===== src/rtl/tiger_ifetch.sv =====
// rtl/tiger_ifetch.sv - instruction fetch stage with Avalon-MM read master; optional TIGER_IFETCH_PREFETCH_EN sequential prefetch buffer
module tiger_ifetch #(
  parameter int                ADDR_W    = 32,
  parameter logic [ADDR_W-1:0] BOOT_ADDR = 32'h0080_0000
) (
  input  logic              clk,
  input  logic              reset_n,
  input  logic [ADDR_W-1:0] nextpc,
  input  logic              stall_in,
  input  logic              flush,
  output logic [ADDR_W-1:0] imem_address,
  output logic              imem_read,
  input  logic              imem_waitrequest,
  input  logic [31:0]       imem_readdata,
  input  logic              imem_readdatavalid,
  output logic [31:0]       instr,
  output logic [ADDR_W-1:0] pc,
  output logic              instr_valid,
  output logic              fetch_stall
);

  typedef enum logic [1:0] {S_REQ, S_WAIT, S_HAVE} state_t;

  localparam logic [ADDR_W-1:0] BOOT_ALIGNED = {BOOT_ADDR[ADDR_W-1:2], 2'b00};

  state_t            state;
  logic [ADDR_W-1:0] fetch_addr;
  logic [ADDR_W-1:0] redirect_addr;
  logic [1:0]        drop_cnt;
  logic [2:0]        cnt_sum;
  logic              accept;
  logic              own_data;
  logic              advance;
  logic              discard;
  logic              drop_rsp;

  // Fetch addresses are always word aligned; low bits of nextpc are ignored
  assign redirect_addr = {nextpc[ADDR_W-1:2], 2'b00};
  assign accept        = imem_read && !imem_waitrequest;
  // A response belongs to the current fetch only when no abandoned reads are still ahead of it
  assign own_data      = imem_readdatavalid && (drop_cnt == 2'd0);
  assign advance       = (state == S_HAVE) && !stall_in;
  assign fetch_stall   = !instr_valid;

`ifdef TIGER_IFETCH_PREFETCH_EN
  logic [ADDR_W-1:0] pf_addr;
  logic [31:0]       pf_data;
  logic              pf_valid;
  logic              pf_pend;
  logic              pf_hit;

  assign pf_hit = pf_valid && (redirect_addr == pf_addr);

  // An accepted read is abandoned by a flush, or by an advance that does not use the prefetched word
  always_comb begin
    discard = (flush && ((state == S_WAIT) || accept || pf_pend)) ||
              (advance && !pf_hit && (accept || pf_pend));
  end
`else
  // An accepted read is abandoned when a flush hits while it is in flight or being accepted
  always_comb begin
    discard = flush && ((state == S_WAIT) || accept);
  end
`endif

  // A response is thrown away if older reads are outstanding, or if its own read is abandoned this cycle
  assign drop_rsp = imem_readdatavalid && ((drop_cnt != 2'd0) || discard);
  assign cnt_sum  = {1'b0, drop_cnt} + {2'b00, discard} - {2'b00, drop_rsp};

  // Track responses still owed by the memory for abandoned reads, saturating at three
  always_ff @(posedge clk or negedge reset_n) begin
    if (!reset_n) begin
      drop_cnt <= 2'd0;
    end else begin
      drop_cnt <= (cnt_sum > 3'd3) ? 2'd3 : cnt_sum[1:0];
    end
  end

  // More than three abandoned reads in flight cannot be tracked
  assert property (@(posedge clk) disable iff (!reset_n)
                   !(discard && !drop_rsp && (drop_cnt == 2'd3)));

  // Fetch sequencer: request, wait for the response, then hold the word until the pipeline takes it
  always_ff @(posedge clk or negedge reset_n) begin
    if (!reset_n) begin
      state        <= S_REQ;
      fetch_addr   <= BOOT_ALIGNED;
      imem_address <= BOOT_ALIGNED;
      imem_read    <= 1'b1;
      instr        <= 32'd0;
      pc           <= '0;
      instr_valid  <= 1'b0;
`ifdef TIGER_IFETCH_PREFETCH_EN
      pf_addr      <= '0;
      pf_data      <= 32'd0;
      pf_valid     <= 1'b0;
      pf_pend      <= 1'b0;
`endif
    end else if (flush) begin
      state        <= S_REQ;
      fetch_addr   <= redirect_addr;
      imem_address <= redirect_addr;
      imem_read    <= 1'b1;
      instr_valid  <= 1'b0;
`ifdef TIGER_IFETCH_PREFETCH_EN
      pf_valid     <= 1'b0;
      pf_pend      <= 1'b0;
`endif
    end else begin
      case (state)
        S_REQ: begin
          if (!imem_waitrequest) begin
            state     <= S_WAIT;
            imem_read <= 1'b0;
          end
        end
        S_WAIT: begin
          if (own_data) begin
            instr       <= imem_readdata;
            pc          <= fetch_addr;
            instr_valid <= 1'b1;
            state       <= S_HAVE;
          end
        end
        S_HAVE: begin
`ifdef TIGER_IFETCH_PREFETCH_EN
          if (advance) begin
            pf_valid <= 1'b0;
            pf_pend  <= 1'b0;
            if (pf_hit) begin
              instr      <= pf_data;
              pc         <= pf_addr;
              fetch_addr <= pf_addr;
              imem_read  <= 1'b0;
            end else begin
              fetch_addr   <= redirect_addr;
              imem_address <= redirect_addr;
              imem_read    <= 1'b1;
              instr_valid  <= 1'b0;
              state        <= S_REQ;
            end
          end else if (imem_read) begin
            if (!imem_waitrequest) begin
              imem_read <= 1'b0;
              pf_pend   <= 1'b1;
            end
          end else if (pf_pend) begin
            if (own_data) begin
              pf_data  <= imem_readdata;
              pf_valid <= 1'b1;
              pf_pend  <= 1'b0;
            end
          end else if (!pf_valid) begin
            pf_addr      <= pc + ADDR_W'(4);
            imem_address <= pc + ADDR_W'(4);
            imem_read    <= 1'b1;
          end
`else
          if (advance) begin
            fetch_addr   <= redirect_addr;
            imem_address <= redirect_addr;
            imem_read    <= 1'b1;
            instr_valid  <= 1'b0;
            state        <= S_REQ;
          end
`endif
        end
        default: state <= S_REQ;
      endcase
    end
  end

endmodule


===== config.mk =====
export PLATFORM = sky130hd
export DESIGN_NAME = tiger_ifetch
export DESIGN_NICKNAME = d
export VERILOG_FILES = /design/src/rtl/tiger_ifetch.sv
export SDC_FILE = /design/constraint.sdc
export NUM_CORES = 1
export LEC_CHECK = 0
export BUFFER_PORTS_ARGS = -buffer_cell sky130_fd_sc_hd__buf_2
export CAP_MARGIN = 20
export CELL_PAD_IN_SITES_DETAIL_PLACEMENT = 0
export CELL_PAD_IN_SITES_GLOBAL_PLACEMENT = 1
export CORE_ASPECT_RATIO = 1.25
export CORE_MARGIN = 3
export CORE_UTILIZATION = 41
export CTS_CLUSTER_SIZE = 25
export DETAILED_ROUTE_END_ITERATION = 8
export MAX_ROUTING_LAYER = met4
export PLACE_DENSITY = 0.84
export SLEW_MARGIN = 10
export SYNTH_ARGS = -nofsm -noshare
export SYNTH_HDL_FRONTEND = slang
export SYNTH_SLANG_ARGS = --single-unit

===== constraint.sdc =====
create_clock -name clk -period 4.6 [get_ports clk]
set_clock_uncertainty 0.2 [all_clocks]
set_input_delay 0.46 -clock clk [delete_from_list [all_inputs] [get_ports clk]]
set_output_delay 0.46 -clock clk [all_outputs]
set_load 0.02 [all_outputs]

Yosys cells after proc, flatten, opt, wreduce, memory -nomap -nowiden
Index checks and enable logic that the tools add are counted.

operators by class
  $lt $le $gt $ge = 1
  reduce and logical (&&, ||, !) cells = 22
  mux-type cells = 17
  $add $sub $neg = 2
  equality and inequality tests = 5
  bitwise logic cells = 1

operators by type and width
  operator                                                                         count
  32-bit 2-to-1 mux                                                                3
  3-bit AND reduction                                                              4
  2-bit 2-to-1 mux                                                                 5
  3-bit inequality test, second input constant                                     3
  1-bit 2-to-1 mux                                                                 6
  2-bit one-hot mux with 3 select lines                                            1
  2-bit nonzero test                                                               3
  3-bit nonzero test                                                               2
  1-bit logical AND                                                                5
  2-bit logical NOT                                                                2
  1-bit one-hot mux with 2 select lines                                            2
  2-bit by 1-bit adder with 3-bit output                                           1
  3-bit by 2-bit greater-than comparator with 1-bit output, second input constant  1
  1-bit logical NOT                                                                3
  3-bit by 1-bit subtractor with 3-bit output                                      1
  2-bit by 1-bit == test with 1-bit output, second input constant                  1
  2-bit == test, second input constant                                             1
  1-bit logical OR                                                                 2
  2-bit AND reduction                                                              1
  1-bit inverter                                                                   1

word-level totals
  register bits = 102
  logic and storage cells = 55
  output and inout bits = 99

Depth between registers and ports, before layout
Gate-level depths: netlist (run 1).

  word-level depth = 9
  mapped depth = 10

Worst setup path before layout (run 1)
Ideal clock, no wire load.

  path kind = register to register
  from = register imem_read
  to = register drop_cnt[0]
  slack = 2,253 ps
  stages on the path, launching flop included = 11
  path buffers = 0
  arrival time = 2,023 ps
  data required time = 4,276 ps
  cells stage by stage = dfstp_2 > nor2b_1 > o21ai_0 > a21boi_0 > ha_1 > inv_1 > ha_1 > inv_1 > fa_1 > xnor2_1 > nand2b_1

on the way
  cells in the longest elaborated chain, start to end = 8
  elaborated cells between the ends (all ways) = 9

ends and longest elaborated chain
  item                                                                                            line  source
  start: declaration                                                                              12    output logic imem_read,
  start signal: assignment                                                                        89    imem_read <= 1'b1;
  start signal: assignment                                                                        103   imem_read <= 1'b1;
  start signal: assignment                                                                        114   imem_read <= 1'b0;
  1-bit logical AND *                                                                             39    assign accept = imem_read && !imem_waitrequest;
  1-bit logical OR *                                                                              62    discard = flush && ((state == S_WAIT) || accept);
  1-bit logical AND *                                                                             62
  parallel branches: the longest is 2 deep, another holds 2-bit by 1-bit adder with 3-bit output  -
  3-bit by 1-bit subtractor with 3-bit output *                                                   68    assign cnt_sum = {1'b0, drop_cnt} + {2'b00, discard} - {2'b00, drop_rsp};
  3-bit by 2-bit greater-than comparator with 1-bit output                                        75    drop_cnt <= (cnt_sum > 3'd3) ? 2'd3 : cnt_sum[1:0];
  2-bit 2-to-1 mux *                                                                              75
  end signal: assignment                                                                          75
  end: declaration                                                                                29    logic [1:0] drop_cnt;

Mark *: on every way between the ends.
A chain may end at the register's enable or synchronous reset.

Worst setup path in the final report (run 1)
  from = register drop_cnt[1]
  to = register instr[17]

on the way
  cells in the longest elaborated chain, start to end = 3

ends and longest elaborated chain
  item                                  line  source
  2-bit logical NOT                     41    assign own_data = imem_readdatavalid && (drop_cnt == 2'd0);
  1-bit logical AND                     41
  3-bit AND reduction (no source line)  -
  end signal: assignment                119   instr <= imem_readdata;
  end: declaration                      16    output logic [31:0] instr,

No other way between the ends.

==> flow_metrics.tcl, run 1 <==
set metrics [dict create \
    status "complete, but fails checks" \
    violations "hold timing" \
    synth-seq-cells 98 \
    pwr-share-seq 0.410 \
    synth_cell_type_count 27 \
    antenna_found_initial 0 \
    io-pin-count 169 \
    grt_pass1_wl_um 12700 \
    drc 0 \
    slew_violations 0 \
    rsz0062_at_grt "no" \
    slowest_stage "or3b_4" \
    critPathCaptureType "register" \
    cts_max_path_buffers 2 \
    netlist_top_cells_area "dfrtp_1, mux2_4, mux2_2" \
    drive_above_1_share 0.682 \
    p_total_mw 3.05 \
    timing.slew.headroom 0.398 \
    crit_type "register to register" \
    clkSlewWorstSetupHoldPaths_ps 60 \
    final_nets 471 \
    row_count 40 \
    port_buffers 162 \
    crit_fanout 35 \
    synth_largest_area_cell "dfrtp_1" \
    r2r_cells 4 \
    cts_tree "done" \
    cts_sinks 98 \
    cts_buffers 9 \
    synth-edff-count 0 \
    synth_top_area_share 0.588 \
    p_leak_nw 2.94 \
    period_needed_ps 2650 \
    power.density_nw_per_um2 583 \
    die_w_um 95.3 \
    die_h_um 118 \
    clk_latency_ps 330 \
    fin_setup_tns_ps 0 \
    finalWorstSetupSlack_ps 1950 \
    ys.flop_type "dfrtp_1" \
    synth-seq-area-share 0.601 \
    postSynthCellCount 234 \
    coreArea_um2 9660 \
    htreeDepth 3 \
    synthesis.area_um2 4090 \
    met3_length_um 525 \
    ant_nets 0 \
    grt_pass1_vias 2499 \
    pwr-share-clk 0.258 \
    tightest_slew_ps 901 \
    dieArea_um2 11200 \
    instances_no_fill 528 \
    max_cap_viol_count 0 \
    async_reset_ff_frac 1.00 \
    path_cells "or3b_1, or3b_4, buf_4, mux2_4" \
    wl_met2_um 3940 \
    dp_slack_ps 1850 \
    gp_congestion 0.768 \
    ir_worst_vdd_mv 0.271 \
    top_layer "met4" \
    initial_core_util 0.423 \
    drt_iter0_drc 68 \
    yosys_warnings 0 \
    overflow 0 \
    path_buf_inv 1 \
    cp_data_required_time_ps 4620 \
    cts_hold_buf 0 \
    crit_family "simple AND/OR/NAND/NOR gates" \
    drt-wirelength-per-cell_um 15.0 \
    synth.most_common_cell "dfrtp_1" \
    swShare 0.316 \
    grt_max_degree 62 \
    n_fill_cell 822 \
    drt-met1-wl_um 3300 \
    cp.arrival_ps 2670 \
    fmax_ghz 0.377 \
    routed_via_density 4.64 \
    netSwitchingPower_mw 0.965 \
    syn_area_per_cell_um2 17.5 \
    hold_ws_ps -10.4 \
    combPwrFrac 0.332 \
    worst_setup_path_start_kind "register" \
    firstDrtPassIters 4 \
    cts_root_buf "clkbuf_16" \
    syn_to_final_growth_pct 28.2 \
    finalCritPeriodShare 0.577 \
    hold_violations 8 \
    r2r_end "instr[17]" \
    cpPeakStageDelay_ps 640 \
    yosys-top-cells-count "dfrtp_1, mux2_4, mux2_2" \
    postCtsSetupBuffers 0 \
    vias 2452 \
    drt_wl_total_um 7910 \
    cts_resized 0 \
    track_usage 0.150 \
    regToRegStartpoint "drop_cnt[1]" \
    finalSetupViolCount 0 \
    cell_internal_pwr_mw 2.09 \
    dp_cells 513 \
    r2r_setup_slack_ps 1950 \
    dp.final_hpwl_um 5770 \
    hp-class "input port to async pin" \
    diodes 0 \
]
## cells by family after synthesis
| family | count (synthesis) | share of synthesized area |
|---|---|---|
| muxes | 92 | 0.309 |
| adders and majority gates | 3 | 0.0110 |
| DFF | 98 | 0.601 |
| and+or+nand+nor | 15 | 0.0211 |
| AOI/OAI and AO/OA | 7 | 0.0107 |
| buffers and inverters | 17 | 0.0450 |
| other | 1 | 0.000917 |
| xor gates and xnor gates | 1 | 0.00214 |
## worst register-to-register path, stage by stage (launching register included)
cell,delay (ps)
dfrtp_1,430
or3b_1,420
or3b_4,640
buf_4,440
mux2_4,410
## state kept, by name (all words and copies together) (netlist names)
name,count
state,2
fetch_addr,30
pc,30
instr,32
imem_read,1
instr_valid,1
drop_cnt,2
## power by group through the flow
stage / Sequential, mW / Clock [mW] / Combinational [mW]
after floorplan: 1.55 / 0 / 0.378
after global placement: 1.25 / 0 / 1.01
after detailed placement: 1.26 / 0 / 1.03
after CTS: 1.25 / 0.813 / 1.03
after global routing: 1.29 / 0.852 / 1.08
final: 1.25 / 0.788 / 1.01
## through the flow
step	util	area, um^2
6_report	0.543	5240
3_5_place_dp	0.510	4920
4_1_cts	0.543	5240
2_1_floorplan	-	4100
5_1_grt	0.543	5240
3_3_place_gp	0.510	4920
## routing by layer
metal  track usage  vias up
li1              -     1130
met1         0.195     1212
met2         0.227       97
met3        0.0307       13
met4        0.0659        0
met5             -        -
## how the worst max path moves through the flow
| stage | startpoint | endpoint | slack (ps) | cells after the start |
|---|---|---|---|---|
| after detailed placement | imem_readdatavalid | instr[17] | 1850 | 5 |
| final | drop_cnt[1] | instr[17] | 1950 | 4 |
| after global placement | imem_readdatavalid | instr[14] | 1880 | 5 |
| after global routing | drop_cnt[1] | instr[17] | 1850 | 4 |
| after floorplan | imem_read | drop_cnt[0] | 2250 | 10 |
| after CTS | drop_cnt[1] | instr[17] | 1940 | 4 |
## area by class of cell
class                           instances  area (um^2)  area share
Sequential cell                        98         2450       0.468
Timing Repair Buffer                  164          828       0.158
Inverter                                3         11.3     0.00215
Tap cell                              126          158      0.0301
Clock inverter                          4         76.3      0.0146
Clock buffer                           11          243      0.0463
Multi-Input combinational cell        122         1470       0.280
## layout by cell type, fill, tap and decap left out, drive strengths merged
master / instances
or3b: 2
dfstp: 2
nor2: 4
fa: 1
inv: 3
bufinv: 2
nor3: 1
xnor2: 1
o22ai: 1
clkinv: 1
clkinvlp: 1
a21oi: 2
dfrtp: 96
clkbuf: 11
nor2b: 2
nand2b: 2
buf: 164
nand3b: 1
conb: 4
o21ai: 1
nand3: 1
mux2: 92
nand2: 1
ha: 2
o21a: 1
nor3b: 1
a21boi: 2
No activity file was read; power rests on OpenSTA's default activity.
==> run 2, diff against run 1 <==
Settings changed: CORE_UTILIZATION 41 to 35, PLACE_DENSITY 0.84 to 0.77.
Clock period 4.6 ns to 2.2 ns, I/O delays scaled along.
==> run 2 against run 1 <==
Compared with the run above: the flow now finishes without violations; sequential share of layout area shrank 6.3 points; sequential cell count is the same; core utilization down 0.40 points; routed wire length rose by 24%; final cell count up 16%; first-iteration DRC count is 1.5% lower; final area rose by 16%; critical endpoint is now drop_cnt[1]; largest power group unchanged.
==> flow_metrics.tcl, run 2 (synthesized netlist as in run 1, its figures left out) <==
set metrics [dict create \
    grt_pass1_vias 3089 \
    cts_root_buf "clkbuf_16" \
    io-pin-count 169 \
    finalWorstSetupSlack_ps 5.69 \
    overflow 0 \
    r2r_cells 9 \
    fin_setup_tns_ps 0 \
    clkSlewWorstSetupHoldPaths_ps 70 \
    slew_violations 0 \
    dieArea_um2 13000 \
    hold_violations 0 \
    ant_nets 0 \
    hold_depth 4 \
    instances_no_fill 613 \
    gp_congestion 0.712 \
    row_count 43 \
    max_cap_viol_count 0 \
    cts_buffers 9 \
    firstDrtPassIters 4 \
    grt_max_degree 52 \
    rsz0062_at_grt "yes" \
    diodes 0 \
    dp_cells 530 \
    r2r_end "drop_cnt[1]" \
    reg_top3 "instr (32), fetch_addr (30), pc (30)" \
    status "finished clean" \
    tightest_slew_ps 564 \
    min_to "state[0]" \
    die_h_um 127 \
    final_nets 547 \
    finalCritPeriodShare 0.997 \
    cts_max_path_buffers 2 \
    worst_setup_path_start_kind "register" \
    cp_data_required_time_ps 2220 \
    largest_reg_flops 32 \
    syn_to_final_growth_pct 48.2 \
    coreArea_um2 11200 \
    hp-class "input port to register" \
    track_usage 0.154 \
    fmax_ghz 0.456 \
    port_buffers 162 \
    drt-wirelength-per-cell_um 16.0 \
    timing.slew.headroom 0.623 \
    layout_commonest_cell "buf_2" \
    top_register "instr" \
    initial_core_util 0.364 \
    ir_worst_vdd_mv 0.381 \
    drive_above_1_share 0.605 \
    hold_ws_ps 62.4 \
    drc 0 \
    layout_common_cells "buf_2, dfrtp_1, dlygate4sd3_1, mux2_4, mux2_2" \
    regToRegStartpoint "imem_read" \
    drt_wl_total_um 9780 \
    grt_pass1_wl_um 15200 \
    p_leak_nw 3.29 \
    period_needed_ps 2190 \
    clk_latency_ps 330 \
    vias 2784 \
    n_fill_cell 914 \
    die_w_um 103 \
    routed_via_density 4.54 \
    power.density_nw_per_um2 1070 \
    dp_slack_ps -93.0 \
    r2r_setup_slack_ps 6 \
    cts_tree "done" \
    crit_fanout 2 \
    finalSetupViolCount 0 \
    drt_iter0_drc 67 \
    dp.final_hpwl_um 6090 \
    cp.arrival_ps 2220 \
    antenna_found_initial 0 \
    crit_type "register to register" \
    htreeDepth 3 \
    holdCritStartpoint "imem_waitrequest" \
    cts_sinks 98 \
    critPathCaptureType "register" \
]
==> run 2: stage by stage <==
stage	utilization	area [um^2]	total power, mW
2_1_floorplan	-	4110	4.06
3_3_place_gp	0.448	5040	4.80
3_5_place_dp	0.448	5040	4.85
4_1_cts	0.534	6010	6.55
5_1_grt	0.539	6060	6.82
6_report	0.539	6060	6.47
==> run 2: metal layers <==
metal | track usage | vias to the layer above | wire, um
met5 | - | - | 0
met3 | 0.0352 | 10 | 511
met2 | 0.261 | 98 | 5140
met4 | 0.0502 | 0 | 125
li1 | - | 1287 | -
met1 | 0.178 | 1389 | 4010
==> run 2: repair_timing <==
action | 4_1_cts | 5_1_grt
setup buffers | 0 | 0
endpoints found under the setup margin | 2 | 43
pin swaps | 2 | 2
hold buffers | 66 | 0
gates resized for setup | 3 | 3
endpoints found under the hold margin | 141 | 0
cloned | 0 | 2
==> run 2: cell type report <==
cell class	count	area, um^2	area share
clock buffer	11	243	0.0401
timing repair buffer	239	1620	0.267
multi-input combinational	123	1510	0.249
clock inverter	4	52.6	0.00868
tap	135	169	0.0279
sequential	98	2450	0.405
inverter	3	11.3	0.00186
==> run 2: how the worst max path moves through the flow <==
stage,from,end,slack (ps)
after floorplan,imem_read,drop_cnt[0],-80
after global placement,imem_read,drop_cnt[0],-60
after detailed placement,imem_read,drop_cnt[1],-90
after CTS,imem_read,drop_cnt[1],-10
after global routing,imem_read,drop_cnt[1],-150
final,imem_read,drop_cnt[1],6
==> run 2: worst max-delay path, stage by stage (launching register included) <==
cell	delay [ps]
dfstp_2	530
nor2b_4	140
o21ai_2	60
a21boi_1	130
ha_1	240
inv_1	50
ha_1	130
inv_1	50
fa_2	510
nand2_1	50
==> run 2: power by group <==
group / total (mW) / switching [mW] / internal [mW]
clock: 1.56 / 0.651 / 0.906
sequential: 2.61 / 0.294 / 2.32
combinational: 2.30 / 1.16 / 1.14
==> run 3, diff against run 2 <==
Settings changed: CORE_UTILIZATION 35 to 41, PLACE_DENSITY 0.77 to 0.84.
Clock period 2.2 ns to 2.8 ns, I/O delays scaled along.
==> run 3 against run 2 <==
Compared with the run above: first-iteration DRC count up 3.0%; sequential power down 21%; final cell count fell by 3.1%; sequential share of layout area increased by 1.2 points; global-route usage up 1.6 points; die area down 14%; combinational power is 24% lower; critical path depth up 1; total power is 23% lower; non-clock buffer count down 10; core utilization is 7.0 points higher; clock power is 24% lower; largest power group unchanged.
==> flow_metrics.tcl, run 3 (synthesized netlist as in run 1, its figures left out) <==
set metrics [dict create \
    routed_via_density 4.56 \
    cts_sinks 98 \
    postCtsSetupBuffers 0 \
    die_w_um 95.3 \
    power.density_nw_per_um2 848 \
    cp_data_required_time_ps 2810 \
    fin_util 0.609 \
    cts_tree "done" \
    top_register "instr" \
    final_nets 536 \
    row_count 40 \
    drt-wirelength-per-cell_um 15.2 \
    drt_iter0_drc 69 \
    coreArea_um2 9660 \
    drt_wl_total_um 9010 \
    largest_reg_flops 32 \
    antenna_found_initial 0 \
    track_usage 0.169 \
    crit_type "register to register" \
    timing.slew.headroom 0.645 \
    reg_top3 "instr (32), fetch_addr (30), pc (30)" \
    cell_internal_pwr_mw 3.37 \
    gp_congestion 0.775 \
    dieArea_um2 11200 \
    initial_core_util 0.423 \
    use_met1 0.200 \
    finalSetupViolCount 0 \
    vias 2709 \
    p_total_mw 4.99 \
    p_leak_nw 3.21 \
    period_needed_ps 2450 \
    cts_root_buf "clkbuf_16" \
    layout_commonest_cell "buf_2" \
    worst_setup_path_start_kind "register" \
    netSwitchingPower_mw 1.61 \
    ir_worst_vdd_mv 0.347 \
    hp-class "input port to register" \
    io-pin-count 169 \
    grt_pass1_wl_um 14500 \
    grt_pass1_vias 2951 \
    layout_common_cells "buf_2, dfrtp_1, dlygate4sd3_1, mux2_4, mux2_2" \
    overflow 0 \
    seq_area_um2 2450 \
    clkSlewWorstSetupHoldPaths_ps 60 \
    port_buffers 162 \
    fin_setup_tns_ps 0 \
    clk_latency_ps 330 \
    busiest_layer "met2" \
    swShare 0.323 \
    rsz0062_at_grt "no" \
    grt_use_met3 0.0281 \
    crit_fanout 7 \
    cts_resized 0 \
    htreeDepth 3 \
    syn_to_final_growth_pct 43.9 \
    combPwrFrac 0.350 \
    cts_max_path_buffers 2 \
    pwr-share-clk 0.237 \
    fmax_ghz 0.409 \
    firstDrtPassIters 3 \
    drc 0 \
    ant_nets 0 \
    die_h_um 118 \
    status "finished clean" \
    finalCritPeriodShare 0.874 \
    hold_violations 0 \
    tightest_slew_ps 533 \
    max_cap_viol_count 0 \
    slew_violations 0 \
    dp.final_hpwl_um 5650 \
    hold_ws_ps 48.1 \
    drive_above_1_share 0.590 \
    gr-usage-met2 0.279 \
    diodes 0 \
    n_fill_cell 733 \
    multi_input_area_um2 1470 \
    critPathCaptureType "register" \
    cp.arrival_ps 2460 \
    pwr-share-seq 0.413 \
    grt_max_degree 63 \
    cts_buffers 9 \
]
run 3: area by class of cell:
cell class,instances,area share
clock inverter,6,0.00979
tap,126,0.0268
timing repair buffer,229,0.255
multi-input combinational,122,0.250
clock buffer,10,0.0389
sequential,98,0.417
inverter,3,0.00191
run 3: power groups by stage:
stage | Clock [mW] | Combinational [mW] | Sequential [mW]
after global placement | 0 | 1.67 | 2.05
after detailed placement | 0 | 1.69 | 2.07
after CTS | 1.22 | 1.77 | 2.06
final | 1.18 | 1.74 | 2.06
after floorplan | 0 | 0.622 | 2.55
after global routing | 1.28 | 1.85 | 2.11
run 3: worst paths after layout:
path	startpoint	to	slack, ps	cells after the start
max	state[0]	drop_cnt[1]	350	10
min	stall_in	state[1]	50	3
max in group asynchronous	reset_n	pc[29]	1420	3
max reg2reg	state[0]	drop_cnt[1]	350	10
min reg2reg	instr[25]	instr[25]	300	1
min in group asynchronous	reset_n	instr[10]	280	2
run 3: critical path: stages (launching register included):
cell and delay, ps:
dfrtp_1 440, nor2b_1 170, o21ai_0 230, a21boi_0 130
ha_1 290, inv_1 60, ha_1 130, inv_1 40
fa_1 370, xnor2_1 190, nand2_1 80
run 3: metrics by stage:
stage               instance area, um^2  worst slack [ps]  instances
CTS                                5880               319        594
finish                             5880               353        594
detailed placement                 4950               336        514
global placement                   4950               415        514
floorplan                          4100               453        237
global route                       5880              80.1        594
run 3: per-layer routing:
metal	up-vias	routed length (um)
met5	-	0
met4	0	209
met3	17	521
met2	104	4610
met1	1325	3670
li1	1263	-
run 3: timing repair:
action,in CTS,in global routing
setup endpoints to repair,0,0
hold buffers,64,0
hold endpoints to repair,102,0
